### src/rtl/axis_requant_stage.sv
// Requantization stage: arithmetic right shift then saturation to OUT_W bits, with frame checking.
// Build option: define RQ_ROUND_EN to round half up before shifting (default build truncates).
module axis_requant_stage #(
    parameter int unsigned ACC_W   = 32,
    parameter int unsigned OUT_W   = 16,
    parameter int unsigned N       = 4,
    parameter int unsigned SHIFT_W = 5
) (
    input  logic               clk,
    input  logic               rst_n,
    input  logic [SHIFT_W-1:0] shift,
    input  logic               clear,
    input  logic               s_axis_tvalid,
    input  logic [ACC_W-1:0]   s_axis_tdata,
    input  logic               s_axis_tlast,
    output logic               s_axis_tready,
    output logic               m_axis_tvalid,
    output logic [OUT_W-1:0]   m_axis_tdata,
    output logic               m_axis_tlast,
    input  logic               m_axis_tready,
    output logic               frame_err,
    output logic [15:0]        sat_cnt
);

    localparam int unsigned Beats = N * N;
    localparam int unsigned CntW  = (Beats > 1) ? $clog2(Beats) : 1;
    localparam logic [CntW-1:0]      LastIdx  = CntW'(Beats - 1);
    localparam logic [SHIFT_W-1:0]   MaxShift = SHIFT_W'(ACC_W - 1);
    localparam logic signed [ACC_W:0] SatMax  =
        signed'((ACC_W + 1)'((64'd1 << (OUT_W - 1)) - 64'd1));
    localparam logic signed [ACC_W:0] SatMin  = ~SatMax;

    logic [CntW-1:0]      cnt_q, cnt_d;
    logic [SHIFT_W-1:0]   fshift_q, fshift_d;
    logic                 err_q, err_d;
    logic [15:0]          sat_cnt_q, sat_cnt_d;

    logic                 s1_valid_q, s1_valid_d;
    logic signed [ACC_W:0] s1_data_q, s1_data_d;
    logic                 s1_last_q, s1_last_d;

    logic                 s2_valid_q, s2_valid_d;
    logic [OUT_W-1:0]     s2_data_q, s2_data_d;
    logic                 s2_last_q, s2_last_d;
    logic                 s2_sat_q, s2_sat_d;

    logic                 s1_adv, s2_adv, s_fire, m_fire, last_elem, beat_last;
    logic [SHIFT_W-1:0]   shift_sel, shift_eff;
    logic signed [ACC_W:0] acc_ext, rnd, shifted;

    // Ready is forced low while reset is held so every output reads 0 in reset.
    assign s2_adv        = ~s2_valid_q | m_axis_tready;
    assign s1_adv        = ~s1_valid_q | s2_adv;
    assign s_axis_tready = s1_adv & rst_n;
    assign s_fire        = s_axis_tvalid & s_axis_tready;
    assign m_fire        = s2_valid_q & m_axis_tready;
    assign last_elem     = (cnt_q == LastIdx);
    assign beat_last     = s_axis_tlast | last_elem;

    always_comb begin
        shift_sel = (cnt_q == '0) ? shift : fshift_q;
        shift_eff = (32'(shift_sel) >= ACC_W) ? MaxShift : shift_sel;
        acc_ext   = {s_axis_tdata[ACC_W-1], s_axis_tdata};
        rnd       = '0;
`ifdef RQ_ROUND_EN
        if (shift_eff != '0) begin
            rnd = {{ACC_W{1'b0}}, 1'b1} << (shift_eff - SHIFT_W'(1));
        end
`endif
        // One extra bit of headroom keeps the rounding add from wrapping.
        shifted = (acc_ext + rnd) >>> shift_eff;
    end

    always_comb begin
        cnt_d      = cnt_q;
        fshift_d   = fshift_q;
        err_d      = err_q;
        sat_cnt_d  = sat_cnt_q;
        s1_valid_d = s1_valid_q;
        s1_data_d  = s1_data_q;
        s1_last_d  = s1_last_q;
        s2_valid_d = s2_valid_q;
        s2_data_d  = s2_data_q;
        s2_last_d  = s2_last_q;
        s2_sat_d   = s2_sat_q;

        if (s2_adv) begin
            s2_valid_d = s1_valid_q;
            if (s1_valid_q) begin
                s2_last_d = s1_last_q;
                if (s1_data_q > SatMax) begin
                    s2_data_d = OUT_W'(SatMax);
                    s2_sat_d  = 1'b1;
                end else if (s1_data_q < SatMin) begin
                    s2_data_d = OUT_W'(SatMin);
                    s2_sat_d  = 1'b1;
                end else begin
                    s2_data_d = OUT_W'(s1_data_q);
                    s2_sat_d  = 1'b0;
                end
            end
        end

        if (s1_adv) begin
            s1_valid_d = s_fire;
            if (s_fire) begin
                s1_data_d = shifted;
                s1_last_d = beat_last;
            end
        end

        if (s_fire) begin
            if (cnt_q == '0) begin
                fshift_d = shift_eff;
            end
            cnt_d = beat_last ? '0 : cnt_q + CntW'(1);
            if (s_axis_tlast != last_elem) begin
                err_d = 1'b1;
            end
        end

        if (m_fire && s2_sat_q && (sat_cnt_q != 16'hFFFF)) begin
            sat_cnt_d = sat_cnt_q + 16'd1;
        end

        if (clear) begin
            cnt_d     = '0;
            err_d     = 1'b0;
            sat_cnt_d = '0;
        end
    end

    always_ff @(posedge clk or negedge rst_n) begin
        if (!rst_n) begin
            cnt_q      <= '0;
            fshift_q   <= '0;
            err_q      <= 1'b0;
            sat_cnt_q  <= '0;
            s1_valid_q <= 1'b0;
            s1_data_q  <= '0;
            s1_last_q  <= 1'b0;
            s2_valid_q <= 1'b0;
            s2_data_q  <= '0;
            s2_last_q  <= 1'b0;
            s2_sat_q   <= 1'b0;
        end else begin
            cnt_q      <= cnt_d;
            fshift_q   <= fshift_d;
            err_q      <= err_d;
            sat_cnt_q  <= sat_cnt_d;
            s1_valid_q <= s1_valid_d;
            s1_data_q  <= s1_data_d;
            s1_last_q  <= s1_last_d;
            s2_valid_q <= s2_valid_d;
            s2_data_q  <= s2_data_d;
            s2_last_q  <= s2_last_d;
            s2_sat_q   <= s2_sat_d;
        end
    end

    assign m_axis_tvalid = s2_valid_q;
    assign m_axis_tdata  = s2_data_q;
    assign m_axis_tlast  = s2_last_q;
    assign frame_err     = err_q;
    assign sat_cnt       = sat_cnt_q;

endmodule

### config.mk
export PLATFORM = sky130hd
export DESIGN_NAME = axis_requant_stage
export DESIGN_NICKNAME = d
export VERILOG_FILES = /design/src/rtl/axis_requant_stage.sv
export SDC_FILE = /design/constraint.sdc
export NUM_CORES = 1
export LEC_CHECK = 0
export CAP_MARGIN = 25
export CELL_PAD_IN_SITES_DETAIL_PLACEMENT = 1
export CELL_PAD_IN_SITES_GLOBAL_PLACEMENT = 1
export CORE_MARGIN = 1.5
export CORE_UTILIZATION = 46
export CTS_BUF_LIST = sky130_fd_sc_hd__clkbuf_4
export CTS_CLUSTER_DIAMETER = 200
export DETAILED_ROUTE_END_ITERATION = 6
export DONT_BUFFER_PORTS = 1
export PLACE_DENSITY = 0.85
export SKIP_CTS_REPAIR_TIMING = 1
export SLEW_MARGIN = 20
export SYNTH_ARGS = -nofsm -noshare
export SYNTH_HDL_FRONTEND = slang
export SYNTH_SLANG_ARGS = --single-unit
### constraint.sdc
create_clock -name clk -period 2.65 [get_ports clk]
set_clock_uncertainty 0.05 [all_clocks]
set_input_delay 0.265 -clock clk [delete_from_list [all_inputs] [get_ports clk]]
set_output_delay 0.265 -clock clk [all_outputs]
set_load 0.01 [all_outputs]
; Yosys cells after proc, flatten, opt, wreduce, memory -nomap -nowiden
; Index checks and enable logic that the tools add are counted.
[word_totals]
regBits = 80
latch_bits = 0
ram_bits = 0
mem_bits_ro = 0
input_bits = 43
out_inout_bits = 36
mem_count = 0
[op_classes]
addsub = 2
mul = 0
div = 0
n_lt_le_gt_ge = 2
n_eq_ne = 3
n_shift = 1
n_mux = 13
bitwise_logic = 8
n_reduce_logical = 10
[ops]
columns = operator, count
row1 = 2-to-1 mux 16 bit, 4
row2 = "greater-than comparator 33 x 16 -> 1 bit, second input constant", 1
row3 = "< comparator 33 x 16 -> 1 bit, second input constant", 1
row4 = >>> shifter 32 x 5 -> 33 bit, 1
row5 = "adder 16 x 1 -> 16 bit, second input constant", 1
row6 = "!= test 16 bit, second input constant", 1
row7 = 2-to-1 mux 4 bit, 3
row8 = AND reduction 2 bit, 4
row9 = nonzero test 2 bit, 3
row10 = 2-to-1 mux 1 bit, 5
row11 = 2-to-1 mux 5 bit, 1
row12 = "adder 4 x 1 -> 4 bit, second input constant", 1
row13 = "equality test 4 bit, second input constant", 1
row14 = logical NOT 4 bit, 1
row15 = AND 1 bit, 3
row16 = bitwise OR 1 bit, 3
row17 = logical AND 1 bit, 2
row18 = NOT 1 bit, 2
row19 = != test 1 bit, 1

; Depth between registers and ports, before layout
[depth]
word_depth = 7
depth_mapped = 11
mapped_depth_nobuf = 8

; Worst setup path after synthesis
; OpenSTA, ideal clock, no wires.
[synth_path]
path_kind = reg-to-reg
start = reg cnt_q[0]
end = reg s1_data_q[22]
setup_time_ns = 0.095
arrival_ns = 2.420
required_time_ns = 2.505
slack_ns = 0.085
path_stages_with_launch = 11
path_buffers = 2
path_cell_list = dfrtp_1 -> inv_1 -> ha_1 -> nor3b_2 -> buf_4 -> buf_2 -> mux2i_1 -> nor3_1 -> a2111oi_0 -> nor3_1 -> o31ai_1
[synth_between]
elab_chain_cells = 3
[synth_rtl]
columns = item, line
row1 = "start, declared", 33  ; logic [CntW-1:0] cnt_q, cnt_d;
row2 = "start signal, assigned", 147  ; cnt_q <= cnt_d;
row3 = logical NOT 4 bit, 61  ; shift_sel = (cnt_q == '0) ? shift : fshift_q;
row4 = 2-to-1 mux 5 bit, 61
row5 = >>> shifter 32 x 5 -> 33 bit, 71  ; shifted = (acc_ext + rnd) >>> shift_eff;
row6 = "end signal, assigned", 152  ; s1_data_q <= s1_data_d;
row7 = "end, declared", 39  ; logic signed [ACC_W:0] s1_data_q, s1_data_d;
; No other way between the ends.
; A chain may end at the register's enable or synchronous reset.

; Worst setup path in the final report
[layout_path]
start = reg cnt_q[0]
end = reg s1_data_q[7]
; The elaborated chain is that of the path after synthesis.

==> metrics.txt <==
status finished, violations left; failing checks setup timing; max incr delay on CP about 500 ps; CP top delay family compound AO/OA/AOI/OAI gates; number of flops mapped to enable cells by yosys 0; pwr dens around 550 nW/um^2; Data required, critical path 2920 ps; R2R cell count 10; cell count after synthesis 637; Die W 113 um; relative slew slack 0.473; ys async rst share 1.00; crit path launch type register; Routed Wire Length 27000 um; fin worst setup slack -470 ps; Setup WS pre-CTS -330 ps; 1st-iter DRT viols 742; post-synth cell types 59; total grt overflow 0; hpwl dp ~14000 um; number of routed nets with antenna violations 0; Final period util 1.18; cell depth of the worst setup path 10; DIE AREA around 13000 um^2; FF-to-FF End s1_data_q[7]; Cell Area, Synth 5600 um^2; H-tree depth 3; initial antenna violation count 2; Synth Register Bits approximately 80; final setup fails 31; Die Span Y 113 um; gr usage total 0.290; Post-synth top flop dfrtp_1; initial core utilization 0.468; clock sink count 79; Final Max Slew Viols 0; Worst-path clk slew 160 ps; Avg Inst Size Synth ~9 um^2; CP Buf/Inv Count 3; number of remaining DRC errors 0; critical path arrival 3390 ps; number of global-route vias before repair 5579; core area 12000 um^2; I/O Buffers 0; Hold Path Class in2reg; crit path from cnt_q[0]; CP endpoint s1_data_q[7]; max-cap check violation count 0; CTS buffer count 9; kind of critical path reg2reg; FP Rows 40; FF-to-FF setup slack -470 ps; area delta synth->final 37.4%; largest net degree at the start of global routing 83; Reg2Reg Launch Point cnt_q[0]; actual slew at the worst max-slew pin 787 ps; Max clock buf depth 2; Syn Nets 684; Max Clk Rate approximately 0.32 GHz; vias per cell about 7.4; post-synthesis sequential area ratio 0.353; Max VDD drop 0.286 mV; IO Pins just under 80; LEAKAGE 3.02 nW; Clock Latency Late Sink 480 ps; Final Wtd Congestion 0.947; CTS tree built; Final #Nets 757; Crit. End Element register; routed len/inst 31.2 um; layout cell share with drive strength beyond 1 0.333; first drt pass iteration count 6; Vias ~6400; Util after Layout 0.644; unrepaired setup endpoints after global routing yes; worst-path cell chain inv_1, ha_2, or3b_4, a21o_4, buf_4, a2111oi_2, nor4_2, buf_4, a22oi_1, o211ai_1; most frequent CP cell buf_4; CP Max Fanout 8; Ys Warns 0; total chip power 4.26 mW; Tmin final 3120 ps; first-pass GRT wire length slightly below 30000 um; CP max stage cell a2111oi_2; Hold Vio Cnt, Final 0; clock root cell clkbuf_4; Hold WS 1.94 ps
-- registers in the layout (all words and copies together) (netlist names) --
| name | cells |
|---|---|
| s1_data_q | 32 |
| m_axis_tdata | 16 |
| sat_cnt | 16 |
| fshift_q | 5 |
| cnt_q | 4 |
| frame_err | 1 |
| m_axis_tlast | 1 |
| m_axis_tvalid | 1 |
| s1_last_q | 1 |
| s1_valid_q | 1 |
| s2_sat_q | 1 |
-- worst min-delay path by stage --
stage | start | cells after the start | slack [ps] | end
after floorplan | rst_n | 0 | -80 | cnt_q[0]
after global placement | rst_n | 0 | -80 | sat_cnt[8]
after detailed placement | rst_n | 0 | -80 | sat_cnt[8]
after CTS | rst_n | 0 | -600 | sat_cnt[12]
after global routing | s_axis_tdata[31] | 2 | -7 | s1_data_q[20]
final | s_axis_tdata[31] | 2 | 2 | s1_data_q[20]
-- power breakdown --
part           leakage, nW  total (mW)  internal (mW)  switching, mW
Sequential           0.954        1.65           1.41          0.239
Combinational         1.99        1.73          0.737          0.995
Clock               0.0762       0.877          0.381          0.496
Total                 3.02        4.26           2.53           1.73
-- cells by family (layout without fill, tap and decap cells) --
| kind of cell | Yosys count | in the layout | synth area share |
|---|---|---|---|
| muxes | 83 | 84 | 0.164 |
| xor gates and xnor gates | 11 | 11 | 0.0172 |
| DFF | 79 | 79 | 0.353 |
| adders and majority gates | 4 | 4 | 0.00893 |
| and+or+nand+nor | 206 | 206 | 0.168 |
| buffers and inverters | 64 | 141 | 0.0527 |
| AOI/OAI and AO/OA | 190 | 190 | 0.237 |
| other | 0 | 2 | 0 |
-- through the flow --
stage	area, um^2	setup TNS (ps)	std cells
3_5_place_dp	6220	-1920	807
3_3_place_gp	6220	-772	807
2_1_floorplan	5600	0	637
6_report	7700	-7720	864
5_1_grt	7700	-9060	863
4_1_cts	6390	-3600	823
-- per-layer routing --
layer  routed length, um  part of all wire  up-vias  GRT usage
met5                   0                 0        -          0
met4                2020             0.075        0      0.102
met3                2360             0.088      167     0.0573
met2               12700              0.47      495      0.476
met1                9890              0.37     3171      0.382
li1                    -                 -     2547          -
-- cell usage after synthesis, types with 3 or more instances --
library cell  instances  area share
a2111oi_0            18       0.028
a2111oi_2             3      0.0080
a211oi_1             27       0.036
a211oi_2              4      0.0089
a21o_1                9       0.012
a21oi_1              43       0.038
a22oi_1               5      0.0067
a311oi_1              3      0.0047
a31oi_1              10       0.011
and2_1                3      0.0034
and3_1                3      0.0034
buf_1                 3      0.0020
buf_2                14       0.013
buf_6                 4      0.0080
clkbuf_1             22       0.015
dfrtp_1              79        0.35
ha_1                  4      0.0089
inv_1                19       0.013
mux2_2               15       0.030
mux2i_1              62        0.11
mux4_2                5       0.020
nand2_1              67       0.045
nand2b_1              3      0.0034
nand3_1              14       0.013
nand4_1               7      0.0078
nor2_1               66       0.044
nor3_1               19       0.017
nor4_1                9       0.010
o211ai_1             10       0.013
o21ai_0              23       0.021
o21ai_1               5      0.0045
o22ai_1               3      0.0034
o31ai_1               8       0.011
or3_1                 7      0.0078
xnor2_1               9       0.014
-- placed cells by master, fill, tap and decap left out, drive strengths merged, types with 2 or more instances in the layout --
cell,Yosys,final
a2111oi,23,23
a211oi,31,31
a21o,9,9
a21oi,43,43
a221oi,2,2
a22oi,5,5
a2bb2oi,2,2
a311oi,3,3
a31oi,10,10
a32oi,2,2
and2,4,4
and3,3,3
buf,23,91
bufinv,0,2
clkbuf,22,15
clkinvlp,0,3
dfrtp,79,79
diode,0,2
dlygate4sd3,0,9
ha,4,4
inv,19,20
mux2,16,17
mux2i,62,62
mux4,5,5
nand2,67,67
nand2b,3,3
nand3,14,14
nand4,7,7
nor2,66,66
nor3,19,19
nor4,10,10
o211ai,10,10
o21ai,28,28
o221ai,2,2
o22ai,3,3
o311ai,2,2
o31ai,8,8
or3,7,7
xnor2,9,9
xor2,2,2
-- final cells by class --
cell class                      instances  area, um^2
Clock inverter                          7        95.1
Tap cell                              147         184
Fill cell                            1224        4260
Antenna cell                            2        5.00
Inverter                               19        71.3
Timing Repair Buffer                  106        1130
Clock buffer                            9        67.6
Multi-Input combinational cell        495        4170
Sequential cell                        79        1980
(Power assumes the default switching activity.)
